--- src/rtl/vpi_test_nvmain_if.sv ---
// Command port between a command-sequencing host and the NVMain-style controller.
// command_enable qualifies arg0..arg4 for one edge; L/C/R/W is accepted only while
// is_issuable is high (otherwise dropped), and a 0x69 poll re-arms is_issuable once space exists.
interface vpi_test_nvmain_if;
  logic        command_enable;
  logic [7:0]  arg0;
  logic [31:0] arg1;
  logic [31:0] arg2;
  logic [31:0] arg3;
  logic [7:0]  arg4;
  logic        is_issuable;
  logic        busy;
  logic [31:0] issued_count;
  logic [31:0] completed_count;
  logic [15:0] dropped_count;

  modport master (
    output command_enable, arg0, arg1, arg2, arg3, arg4,
    input  is_issuable, busy, issued_count, completed_count, dropped_count
  );

  modport slave (
    input  command_enable, arg0, arg1, arg2, arg3, arg4,
    output is_issuable, busy, issued_count, completed_count, dropped_count
  );
endinterface

--- src/rtl/vpi_test_nvmain.sv ---
// NVMain-style command port: ASCII opcode decode, command FIFO with poll-gated
// issue control, and a single service engine with fixed per-type latencies.
module vpi_test_nvmain #(
  parameter int QUEUE_DEPTH = 4,
  parameter int LOAD_LAT    = 4,
  parameter int COMPUTE_LAT = 16,
  parameter int READ_LAT    = 8,
  parameter int WRITE_LAT   = 12
) (
  input  logic                  clk,
  input  logic                  rst,
  vpi_test_nvmain_if.slave      bus,
  output logic                  dbg_state,
  output logic [105:0]          dbg_cur
);
  localparam int AW = $clog2(QUEUE_DEPTH);

  typedef enum logic [1:0] {OP_LOAD, OP_COMPUTE, OP_READ, OP_WRITE} op_e;
  typedef struct packed {
    op_e         op;
    logic [31:0] addr;
    logic [31:0] size;
    logic [31:0] count;
    logic [7:0]  mode;
  } entry_t;
  typedef enum logic {S_IDLE, S_SERVICE} state_e;

  state_e        state, state_next;
  entry_t        mem [QUEUE_DEPTH];
  entry_t        head, cur_q;
  logic [AW-1:0] wr_ptr, rd_ptr;
  logic [AW:0]   occ, occ_next;
  logic [31:0]   cnt, head_lat;
  logic [31:0]   issued_q, completed_q;
  logic [15:0]   dropped_q;
  logic          issuable_q;
  logic          cmd_valid, is_query, push, drop, pop, complete, fifo_empty;
  op_e           cmd_op;

  always_comb begin
    cmd_valid = 1'b1;
    cmd_op    = OP_LOAD;
    case (bus.arg0)
      8'h4C, 8'h6C: cmd_op = OP_LOAD;
      8'h43, 8'h63: cmd_op = OP_COMPUTE;
      8'h52, 8'h72: cmd_op = OP_READ;
      8'h57, 8'h77: cmd_op = OP_WRITE;
      default:      cmd_valid = 1'b0;
    endcase
  end

  assign is_query   = bus.command_enable && (bus.arg0 == 8'h69);
  assign push       = bus.command_enable && cmd_valid && issuable_q;
  assign drop       = bus.command_enable && cmd_valid && !issuable_q;
  assign fifo_empty = (occ == '0);
  assign head       = mem[rd_ptr];
  assign occ_next   = occ + (AW+1)'(push) - (AW+1)'(pop);

  always_ff @(posedge clk) begin
    if (push) mem[wr_ptr] <= '{op: cmd_op, addr: bus.arg1, size: bus.arg2,
                               count: bus.arg3, mode: bus.arg4};
  end

  always_ff @(posedge clk) begin
    if (rst) begin
      wr_ptr <= '0;
      rd_ptr <= '0;
      occ    <= '0;
    end else begin
      if (push) wr_ptr <= wr_ptr + AW'(1);
      if (pop)  rd_ptr <= rd_ptr + AW'(1);
      occ <= occ_next;
    end
  end

  always_comb begin
    case (head.op)
      OP_LOAD:    head_lat = 32'(LOAD_LAT);
      OP_COMPUTE: head_lat = (head.mode == 8'h59) ? 32'(2*COMPUTE_LAT) : 32'(COMPUTE_LAT);
      OP_READ:    head_lat = 32'(READ_LAT);
      default:    head_lat = 32'(WRITE_LAT);
    endcase
  end

  // Engine FSM: state register
  always_ff @(posedge clk) begin
    if (rst) state <= S_IDLE;
    else     state <= state_next;
  end

  // Engine FSM: next state, pop and completion strobes
  always_comb begin
    state_next = state;
    pop        = 1'b0;
    complete   = 1'b0;
    case (state)
      S_IDLE: begin
        if (!fifo_empty) begin
          pop        = 1'b1;
          state_next = S_SERVICE;
        end
      end
      default: begin
        if (cnt == '0) begin
          complete = 1'b1;
          if (!fifo_empty) pop = 1'b1;
          else             state_next = S_IDLE;
        end
      end
    endcase
  end

  // Engine FSM: outputs
  always_comb begin
    bus.busy  = (state == S_SERVICE);
    dbg_state = (state == S_SERVICE);
  end

  // A pop from IDLE happens one edge after acceptance, so it loads one less to
  // keep completion LAT edges after acceptance; chained pops load LAT-1.
  always_ff @(posedge clk) begin
    if (rst) begin
      cnt   <= '0;
      cur_q <= '0;
    end else if (pop) begin
      cnt   <= (state == S_IDLE) ? head_lat - 32'd2 : head_lat - 32'd1;
      cur_q <= head;
    end else if (state == S_SERVICE && cnt != '0) begin
      cnt <= cnt - 32'd1;
    end
  end

  always_ff @(posedge clk) begin
    if (rst) begin
      issuable_q  <= 1'b1;
      issued_q    <= '0;
      completed_q <= '0;
      dropped_q   <= '0;
    end else begin
      if (occ_next == (AW+1)'(QUEUE_DEPTH)) issuable_q <= 1'b0;
      else if (is_query)                    issuable_q <= 1'b1;
      if (push)     issued_q    <= issued_q + 32'd1;
      if (complete) completed_q <= completed_q + 32'd1;
      if (drop && dropped_q != 16'hFFFF) dropped_q <= dropped_q + 16'd1;
    end
  end

  assign bus.is_issuable     = issuable_q;
  assign bus.issued_count    = issued_q;
  assign bus.completed_count = completed_q;
  assign bus.dropped_count   = dropped_q;
  assign dbg_cur             = cur_q;
endmodule

--- src/flat_wrapper.sv ---
// flat-port wrapper written by rule: the top's interface ports become plain ports
module vpi_test_nvmain_flat 
#(
  parameter int QUEUE_DEPTH = 4,
  parameter int LOAD_LAT    = 4,
  parameter int COMPUTE_LAT = 16,
  parameter int READ_LAT    = 8,
  parameter int WRITE_LAT   = 12
)
  (clk, rst, dbg_state, dbg_cur, bus_command_enable, bus_arg0, bus_arg1, bus_arg2, bus_arg3, bus_arg4, bus_is_issuable, bus_busy, bus_issued_count, bus_completed_count, bus_dropped_count);
  vpi_test_nvmain_if bus_i ();
  input  logic clk;
  input  logic rst;
  output logic dbg_state;
  output logic [105:0] dbg_cur;
  input wire logic [$bits(bus_i.command_enable)-1:0] bus_command_enable;
  input wire logic [$bits(bus_i.arg0)-1:0] bus_arg0;
  input wire logic [$bits(bus_i.arg1)-1:0] bus_arg1;
  input wire logic [$bits(bus_i.arg2)-1:0] bus_arg2;
  input wire logic [$bits(bus_i.arg3)-1:0] bus_arg3;
  input wire logic [$bits(bus_i.arg4)-1:0] bus_arg4;
  output wire logic [$bits(bus_i.is_issuable)-1:0] bus_is_issuable;
  output wire logic [$bits(bus_i.busy)-1:0] bus_busy;
  output wire logic [$bits(bus_i.issued_count)-1:0] bus_issued_count;
  output wire logic [$bits(bus_i.completed_count)-1:0] bus_completed_count;
  output wire logic [$bits(bus_i.dropped_count)-1:0] bus_dropped_count;
  assign bus_i.command_enable = bus_command_enable;
  assign bus_i.arg0 = bus_arg0;
  assign bus_i.arg1 = bus_arg1;
  assign bus_i.arg2 = bus_arg2;
  assign bus_i.arg3 = bus_arg3;
  assign bus_i.arg4 = bus_arg4;
  assign bus_is_issuable = bus_i.is_issuable;
  assign bus_busy = bus_i.busy;
  assign bus_issued_count = bus_i.issued_count;
  assign bus_completed_count = bus_i.completed_count;
  assign bus_dropped_count = bus_i.dropped_count;
  vpi_test_nvmain #(.QUEUE_DEPTH(QUEUE_DEPTH), .LOAD_LAT(LOAD_LAT), .COMPUTE_LAT(COMPUTE_LAT), .READ_LAT(READ_LAT), .WRITE_LAT(WRITE_LAT)) u_core (.clk(clk), .rst(rst), .bus(bus_i), .dbg_state(dbg_state), .dbg_cur(dbg_cur));
endmodule
--- config.mk ---
export PLATFORM = sky130hd
export DESIGN_NAME = vpi_test_nvmain_flat
export DESIGN_NICKNAME = d
export VERILOG_FILES = /design/src/rtl/vpi_test_nvmain_if.sv /design/src/rtl/vpi_test_nvmain.sv /design/src/flat_wrapper.sv
export SDC_FILE = /design/constraint.sdc
export NUM_CORES = 1
export LEC_CHECK = 0
export BUFFER_PORTS_ARGS = -buffer_cell sky130_fd_sc_hd__buf_2
export CAP_MARGIN = 20
export CORE_ASPECT_RATIO = 0.75
export CORE_UTILIZATION = 33
export DETAILED_ROUTE_END_ITERATION = 7
export GPL_TIMING_DRIVEN = 0
export PLACE_DENSITY = 0.46
export REMOVE_ABC_BUFFERS = 1
export SLEW_MARGIN = 25
export SYNTH_ARGS = -nofsm -noshare
export SYNTH_HDL_FRONTEND = slang
export SYNTH_SLANG_ARGS = --single-unit
--- constraint.sdc ---
create_clock -name clk -period 6.45 [get_ports clk]
set_input_delay 1.29 -clock clk [delete_from_list [all_inputs] [get_ports clk]]
set_output_delay 1.29 -clock clk [all_outputs]
set_load 0.005 [all_outputs]
==> metrics, run 1 <==
status finished clean; RePlAce Congestion 0.765; Worst Setup SP u_core.cnt[4]$_SDFFE_PP0P_; max_cap viols 0; DP HPWL 38900 µm; GRT met3 Usage 4.19%; GR Util All Layers 16.3%; Seq/Total Area, Yosys 68.9%; Vias/cell 4.93; Row Count 87; Hold Path Depth 2; Yosys cell types 57; unrepaired setup endpoints after global routing no; clock skew 0.0192 ns; Fill cells 7105; Syn Inst Count 1789; Setup Buffers After CTS 0; I/O Buffers 303; slew margin rel. 34.6%; CP Max Fanout 60; clock net sink count 653; min Tclk post-route 4.54 ns; vias in the first global route 16000; met2 Use GR 26.7%; startpoint types register; core area 0.0752 mm²; first-pass GRT wire length 96400 µm; Initial DRC Count 829; DIE AREA 0.0773 mm²; Post-synth EDFFs 424; Critical Path AT 5.01 ns; power density over the cells 397 mW/mm²; largest net degree at the start of global routing 89; Pre-antenna DRT Iters 5; layout cell share with drive strength beyond 1 26.0%; CTS H-tree lvls 3; CTS tree yes; Reg area 0.0173 mm²; clock root buffer clkbuf_16; setup ws final 1.91 ns; hold_buf cts 0; Top-Level Pins 304; area of the multi-input gates 0.00736 mm²; maximum clock frequency 0.220 GHz; ys flop type edfxtp_1; GR Overflow Total 0; antenna violations before repair 11; later-pin clock latency in the skew report 0.61 ns; hold violation count in the final report 0; Worst Max-Slew Pin Slew 0.972 ns; post-cts resize count 0; required time worst endpoint 6.92 ns; hold path start u_core.dbg_cur[0]$_SDFFE_PP0N_; RR Startpoint u_core.cnt[4]$_SDFFE_PP0P_; reg2reg path depth 15; Hold Crit Class reg -> reg; worst slack at placement 1.44 ns; die height 241 µm; Area Overhead vs Synth 21.1%; vias 15700; Cell Area, Placed 0.0282 mm²; CTS clock-pin slew for the worst setup and hold paths 0.06 ns; chip width 321 µm; DRT antenna net count 0; RR Endpoint u_core.bus.is_issuable$_SDFFE_PP1P_; Slew Viols, Final 0; CP Class reg -> reg; fin nets 2226; synth warn 0; Longest Clk Path Bufs 3; leakage power 10.6 nW; ys async rst share 0%; period utilization 70.4%; flops & latches, synth 653; Remaining DRCs 0; reg-to-reg slack, setup 1.91 ns; grt peak-use layer met2; TritonCTS buffer count 70; drt wl/cell 20.0 µm; Routed WL 63600 µm; Mapped Area 0.0251 mm²; syn_area_per_cell 14.1 µm²; met1 usage 21.5%; Critical Path End Type register; Finished Cell Area 0.0304 mm²; Final TNS setup 0 ns; Max IR drop VDD 0.000185 V; power consumption 12.1 mW; setup violators final 0; Min-Delay Endpoint u_core.dbg_cur[0]$_SDFFE_PP0N_; Initial Utilization 33.4%
==> how the worst max path moves through the flow <==
stage	end	slack, ns	cells after the start
floorplan	u_core.bus.is_issuable$_SDFFE_PP1P_	-0.92	14
global placement	u_core.bus.is_issuable$_SDFFE_PP1P_	-8.05	14
detailed placement	u_core.mem[1][98]$_DFFE_PP_	1.44	9
CTS	u_core.bus.is_issuable$_SDFFE_PP1P_	1.88	15
global route	u_core.bus.is_issuable$_SDFFE_PP1P_	1.57	15
finish	u_core.bus.is_issuable$_SDFFE_PP1P_	1.91	15
==> layout make-up <==
class / count / share of cell area [%]
antenna: 6 / 0.0493
clock buffer: 105 / 6.62
clock inverter: 23 / 0.616
inverter: 31 / 0.407
multi-input combinational: 1008 / 24.2
sequential: 653 / 56.9
tap: 1023 / 4.20
timing repair buffer: 329 / 7.01
==> power breakdown <==
part	switching [mW]	leakage, nW	internal, mW
Clock	1.63	1.08	2.25
Combinational	1.90	3.80	1.24
Sequential	0.268	5.68	4.82
Total	3.79	10.6	8.31
==> worst max-delay path, stage by stage (launching register included) <==
cell and delay [ns]:
dfxtp_1 0.36, nor4_1 0.86, nand4_1 0.36, o31ai_4 0.59, buf_6 0.23, nand2_4 0.13
inv_8 0.38, ha_1 0.33, inv_1 0.06, ha_1 0.13, inv_1 0.05, fa_1 0.37
xor2_1 0.16, xnor2_1 0.13, nor2_1 0.12, a31oi_1 0.09
==> cell families after synthesis <==
group	Yosys count	synth area share, %
buffers and inverters	128	2.02
flip-flops	653	68.9
AO/OA/AOI/OAI	247	5.68
AND/OR/NAND/NOR	584	11.1
adder cells (fa/ha/maj)	18	0.926
XOR/XNOR	46	1.60
multiplexers	113	9.80
==> synthesized netlist by cell type, drive strengths merged, types with 28 or more instances <==
cell | count | area [µm²]
nand3 | 43 | 215
nor2 | 78 | 293
edfxtp | 424 | 12700
or3 | 29 | 186
xnor2 | 28 | 245
a21oi | 150 | 751
nand4 | 31 | 194
mux4 | 106 | 2390
nand2 | 276 | 1040
dfxtp | 229 | 4580
inv | 30 | 113
clkbuf | 69 | 259
buf | 28 | 131
==> flip-flops by register name, indices dropped and copies added, names as in the netlist, 2 cells and up, named ones only <==
signal and cells:
u_core.rd_ptr 2, u_core.bus.issued_count 32, u_core.dbg_cur 106, u_core.bus.completed_count 32, u_core.mem 424, u_core.cnt 32
u_core.occ 3, u_core.wr_ptr 2, u_core.bus.dropped_count 16
==> routing by layer <==
layer	routed length, µm	vias up
li1	-	7402
met3	3400	100
met5	80	-
met1	28600	7900
met2	30100	262
met4	1330	14
==> placed cells by master, fill, tap and decap left out, drive strengths merged, types with 9 or more instances in the layout <==
cell	count
edfxtp	424
buf	329
nand2	276
dfxtp	229
a21oi	150
mux4	106
clkbuf	105
nor2	78
nand3	43
inv	34
nand4	31
or3	29
xnor2	28
a31oi	24
or4	23
and3	21
nor3	21
o21ai	19
xor2	18
nor4	18
ha	17
clkinv	17
o31ai	14
o211ai	12
o311ai	10
and4	9
==> through the flow <==
stage | instances | util [%] | hold slack [ns]
final | 3178 | 40.5 | 0.449
after detailed placement | 3044 | 37.5 | 0.443
after floorplan | 1692 | - | 0.447
after global placement | 3018 | 36.6 | 0.438
after CTS | 3172 | 40.5 | 0.451
after global routing | 3173 | 40.5 | 0.472
Note: power is estimated with default switching activity, not from simulation.
==> inputs of run 2 (changes only) <==
==> constraint.sdc (replaced) <==
create_clock -name clk -period 4.4 [get_ports clk]
set_input_delay 0.88 -clock clk [delete_from_list [all_inputs] [get_ports clk]]
set_output_delay 0.88 -clock clk [all_outputs]
set_load 0.005 [all_outputs]
==> metrics, run 2 (synthesized netlist as in run 1, its figures left out) <==
status finished clean; most frequent cells in the layout 424 x edfxtp_1, 302 x buf_2, 275 x nand2_1, 227 x dfxtp_1, 150 x a21oi_1; hold_buf cts 0; DP HPWL 38900 µm; Slew Viols, Final 0; Worst Max-Slew Pin Slew 0.812 ns; clock skew 0.0196 ns; setup violators final 0; Critical Path End Type register; Critical Path AT 4.42 ns; period utilization 89.8%; maximum clock frequency 0.253 GHz; Final TNS setup 0 ns; clock net sink count 653; Top-Level Pins 304; Reg area 0.0173 mm²; Routed WL 63600 µm; power consumption 17.8 mW; Hold Crit Class reg -> reg; I/O Buffers 303; Pre-antenna DRT Iters 5; CTS clock-pin slew for the worst setup and hold paths 0.06 ns; slew margin rel. 45.4%; Finished Cell Area 0.0305 mm²; max_cap viols 0; Remaining DRCs 0; Initial DRC Count 866; power density over the cells 583 mW/mm²; vias in the first global route 16000; Initial Utilization 33.4%; DIE AREA 0.0773 mm²; unrepaired setup endpoints after global routing no; slowest stage delay, CP 0.59 ns; chip width 321 µm; later-pin clock latency in the skew report 0.61 ns; GR Overflow Total 0; largest net degree at the start of global routing 89; area of the multi-input gates 0.00738 mm²; CTS H-tree lvls 3; antenna violations before repair 11; commonest non-fill, non-tap cell in the layout edfxtp_1; Area Overhead vs Synth 21.2%; Row Count 87; layout cell share with drive strength beyond 1 26.1%; max FFs per register 424; startpoint types register; CP Class reg -> reg; clock root buffer clkbuf_16; DRT antenna net count 0; min Tclk post-route 3.95 ns; vias 15700; crit-path cells nor4_2 > nand4_1 > o31ai_4 > buf_6 > nand2_4 > inv_8 > ha_1 > inv_1 > ha_1 > inv_1 > fa_1 > xor2_1 > xnor2_1 > nor2_1 > a31oi_1; leakage power 10.6 nW; core area 0.0752 mm²; Fill cells 7107; CTS tree yes; GR Util All Layers 16.3%; required time worst endpoint 4.87 ns; CP top delay family simple AND/OR/NAND/NOR gates; CP Max Fanout 60; die height 241 µm; first-pass GRT wire length 96400 µm; RePlAce Congestion 0.765; Vias/cell 4.93; CP max stage cell nor4_2; TritonCTS buffer count 70; Largest Register u_core.mem; Longest Clk Path Bufs 3; crit path buf inv count 4; drt wl/cell 20.0 µm; Max IR drop VDD 0.000287 V; hold violation count in the final report 0; fin nets 2227; Cell Area, Placed 0.0282 mm²
==> run 2: worst reg2reg max path, stage by stage, from the launching register on <==
cell,delay (ns)
dfxtp_1,0.37
nor4_2,0.59
nand4_1,0.32
o31ai_4,0.35
buf_6,0.19
nand2_4,0.13
inv_8,0.39
ha_1,0.39
inv_1,0.06
ha_1,0.13
inv_1,0.05
fa_1,0.37
xor2_1,0.16
xnor2_1,0.13
nor2_1,0.12
a31oi_1,0.09
==> run 2: routing by layer <==
| layer | share of wire [%] | track usage (%) | wire (µm) |
|---|---|---|---|
| met5 | 0.13 | 0 | 80 |
| met4 | 2.1 | 4.63 | 1330 |
| met3 | 5.1 | 4.19 | 3260 |
| met2 | 48 | 26.7 | 30200 |
| met1 | 45 | 21.5 | 28700 |
==> run 2: cell type report <==
| type | count | area share (%) |
|---|---|---|
| diodes | 5 | 0.0411 |
| clock buffers | 105 | 6.61 |
| clock inverters | 23 | 0.616 |
| inverters | 31 | 0.407 |
| multi-input cells | 1008 | 24.2 |
| flip-flops and latches | 653 | 56.9 |
| well taps | 1023 | 4.20 |
| repair buffers | 330 | 7.03 |
==> run 2: path summary, 6_finish.rpt <==
check	endpoint	depth (start not counted)	startpoint	slack, ns
worst max register to register	u_core.bus.is_issuable$_SDFFE_PP1P_	15	u_core.cnt[4]$_SDFFE_PP0P_	0.45
worst min register to register	u_core.dbg_cur[0]$_SDFFE_PP0N_	2	u_core.dbg_cur[0]$_SDFFE_PP0N_	0.45
worst max-delay path	u_core.bus.is_issuable$_SDFFE_PP1P_	15	u_core.cnt[4]$_SDFFE_PP0P_	0.45
worst min-delay path	u_core.dbg_cur[0]$_SDFFE_PP0N_	2	u_core.dbg_cur[0]$_SDFFE_PP0N_	0.45
==> run 2: through the flow <==
step	std cells	hold slack, ns	utilization, %	setup WS (ns)
2_1_floorplan	1692	0.447	-	-2.97
3_3_place_gp	3018	0.438	36.6	-10.10
3_5_place_dp	3044	0.443	37.5	-0.200
4_1_cts	3172	0.439	40.5	0.0582
5_1_grt	3174	0.459	40.5	0.0409
6_report	3178	0.449	40.5	0.448
==> run 2: power breakdown <==
part / switching [mW] / internal (mW) / leakage [nW] / total, mW
registers: 0.404 / 7.06 / 5.68 / 7.47
logic: 2.78 / 1.84 / 3.81 / 4.62
clock network: 2.39 / 3.30 / 1.08 / 5.68
total: 5.58 / 12.2 / 10.6 / 17.8
==> run 2: repair_timing <==
item,in CTS,in global routing
gates resized for setup,1,2
pin swaps,0,1
setup endpoints to repair,2,2
setup buffers,0,1
==> inputs of run 3 (changes only) <==
--- a/config.mk
+++ b/config.mk
@@ -12,7 +12,6 @@
 export DETAILED_ROUTE_END_ITERATION = 7
 export GPL_TIMING_DRIVEN = 0
 export PLACE_DENSITY = 0.46
-export REMOVE_ABC_BUFFERS = 1
 export SLEW_MARGIN = 25
 export SYNTH_ARGS = -nofsm -noshare
 export SYNTH_HDL_FRONTEND = slang
==> metrics, run 3 (synthesized netlist as in run 1, its figures left out) <==
crit-path cells nor4_2 > nand4_1 > o31ai_2 > nand2_1 > inv_2 > buf_4 > clkbuf_4 > ha_1 > inv_1 > ha_1 > inv_1 > fa_1 > xor2_1 > xnor2_1 > nor2_1 > a31oi_1; Max IR drop VDD 0.000297 V; Hold Crit Class reg -> reg; GR Overflow Total 0; layout cell share with drive strength beyond 1 25.5%; Critical Path End Type register; area of the multi-input gates 0.00738 mm²; Syn Nets 1922; DP HPWL 45600 µm; Worst Max-Slew Pin Slew 0.975 ns; power density over the cells 588 mW/mm²; TritonCTS buffer count 69; RR Endpoint u_core.bus.is_issuable$_SDFFE_PP1P_; hold_buf cts 0; Slew Viols, Final 0; GR Util All Layers 17.4%; antenna violations before repair 15; max_cap viols 0; Area Overhead vs Synth 21.7%; setup violators final 0; largest net degree at the start of global routing 39; startpoint types register; clock skew 0.0176 ns; maximum clock frequency 0.245 GHz; clock root buffer clkbuf_16; later-pin clock latency in the skew report 0.61 ns; die height 241 µm; vias 16200; CTS tree yes; fin nets 2307; Remaining DRCs 0; min Tclk post-route 4.08 ns; power consumption 18.0 mW; Setup Buffers After CTS 0; Finished Cell Area 0.0306 mm²; RR Startpoint u_core.cnt[4]$_SDFFE_PP0P_; Vias/cell 4.97; placed cell count 3126; Top-Level Pins 304; status finished clean; Post-Layout Cell Count 3253; Fill cells 7132; slew margin rel. 35.0%; vias in the first global route 16000; unrepaired setup endpoints after global routing no; chip width 321 µm; Largest Register u_core.mem; Fin Hold WS 0.450 ns; Initial DRC Count 1119; Initial Utilization 33.4%; CTS clock-pin slew for the worst setup and hold paths 0.06 ns; first-pass GRT wire length 100000 µm; Hold Path Depth 2; Critical Path AT 4.61 ns; Longest Clk Path Bufs 3; Pre-antenna DRT Iters 8; hold path start u_core.dbg_cur[4]$_SDFFE_PP0N_; DIE AREA 0.0773 mm²; reg-to-reg slack, setup 0.32 ns; leakage power 10.6 nW; CTS H-tree lvls 3; commonest non-fill, non-tap cell in the layout edfxtp_1; Row Count 87; required time worst endpoint 4.93 ns; hold violation count in the final report 0; CP max stage cell nor4_2; period utilization 92.8%; drt wl/cell 20.9 µm; RePlAce Congestion 0.838; Reg area 0.0173 mm²; core area 0.0752 mm²; I/O Buffers 302; Routed WL 67900 µm; Cell Area, Placed 0.0283 mm²; DRT antenna net count 0; CP Class reg -> reg; slowest stage delay, CP 0.58 ns; most frequent cells in the layout 424 x edfxtp_1, 318 x buf_2, 276 x nand2_1, 229 x dfxtp_1, 150 x a21oi_1; CP Max Fanout 10; reg2reg path depth 16; clock net sink count 653; Min-Delay Endpoint u_core.dbg_cur[4]$_SDFFE_PP0N_; max FFs per register 424
run 3: cell types whose count changed in the layout (fill, tap and decap cells not counted), sizes merged:
| cell | before | now |
|---|---|---|
| bufinv | 2 | 4 |
| clkbuf | 105 | 174 |
| diode | 5 | 1 |
| inv | 34 | 32 |
| buf | 330 | 340 |
run 3: per-layer routing:
layer | up-vias | track usage (%) | wire length (µm)
met5 | - | 0 | 136
met3 | 122 | 5.11 | 4650
met4 | 22 | 4.80 | 1450
met1 | 8097 | 23.9 | 30700
li1 | 7540 | - | -
met2 | 400 | 26.9 | 31000
run 3: how the worst max path moves through the flow:
stage	endpoint	from
final	u_core.bus.is_issuable$_SDFFE_PP1P_	u_core.cnt[4]$_SDFFE_PP0P_
after global routing	u_core.bus.is_issuable$_SDFFE_PP1P_	u_core.cnt[4]$_SDFFE_PP0P_
after CTS	u_core.bus.is_issuable$_SDFFE_PP1P_	u_core.cnt[0]$_SDFFE_PP0P_
after detailed placement	u_core.bus.is_issuable$_SDFFE_PP1P_	u_core.cnt[0]$_SDFFE_PP0P_
after global placement	u_core.mem[3][48]$_DFFE_PP_	bus_arg0[2]
after floorplan	u_core.mem[0][0]$_DFFE_PP_	bus_arg0[2]
run 3: critical path, delay by kind of cell (launching register included):
kind	cells	cell delay (ns)
AO/OA/AOI/OAI	2	0.56
XOR/XNOR	2	0.33
adder cells (fa/ha/maj)	3	0.75
buffers and inverters	5	0.81
flip-flops	1	0.38
AND/OR/NAND/NOR	4	1.16
run 3: final cells by class:
cell class                      instances  area share, %
Buffer                                 96           1.30
Antenna cell                            1        0.00818
Timing Repair Buffer                  315           6.01
Clock inverter                         23          0.790
Clock buffer                          103           6.59
Inverter                               31          0.380
Sequential cell                       653           56.6
Multi-Input combinational cell       1008           24.1
Tap cell                             1023           4.19
run 3: metrics by stage:
stage                     TNS, ns  utilization [%]  setup WS, ns
after floorplan                 0                -         0.529
after global placement    -702.07             37.1         -1.68
after detailed placement   -0.671             37.6        -0.351
after CTS                       0             40.6        0.0605
after global routing            0             40.7        0.0130
final                           0             40.7         0.318
run 3: repair_timing:
| action | 4_1_cts | 5_1_grt |
|---|---|---|
| setup endpoints to repair | 4 | 12 |
| gates resized for setup | 7 | 4 |
| pin swaps | 0 | 0 |
run 3: report_power, final:
part           internal [mW]  leakage, nW  switching, mW  total [mW]
combinational           1.75         3.86           2.94        4.69
sequential              7.06         5.68          0.391        7.45
clock                   3.42         1.11           2.41        5.83
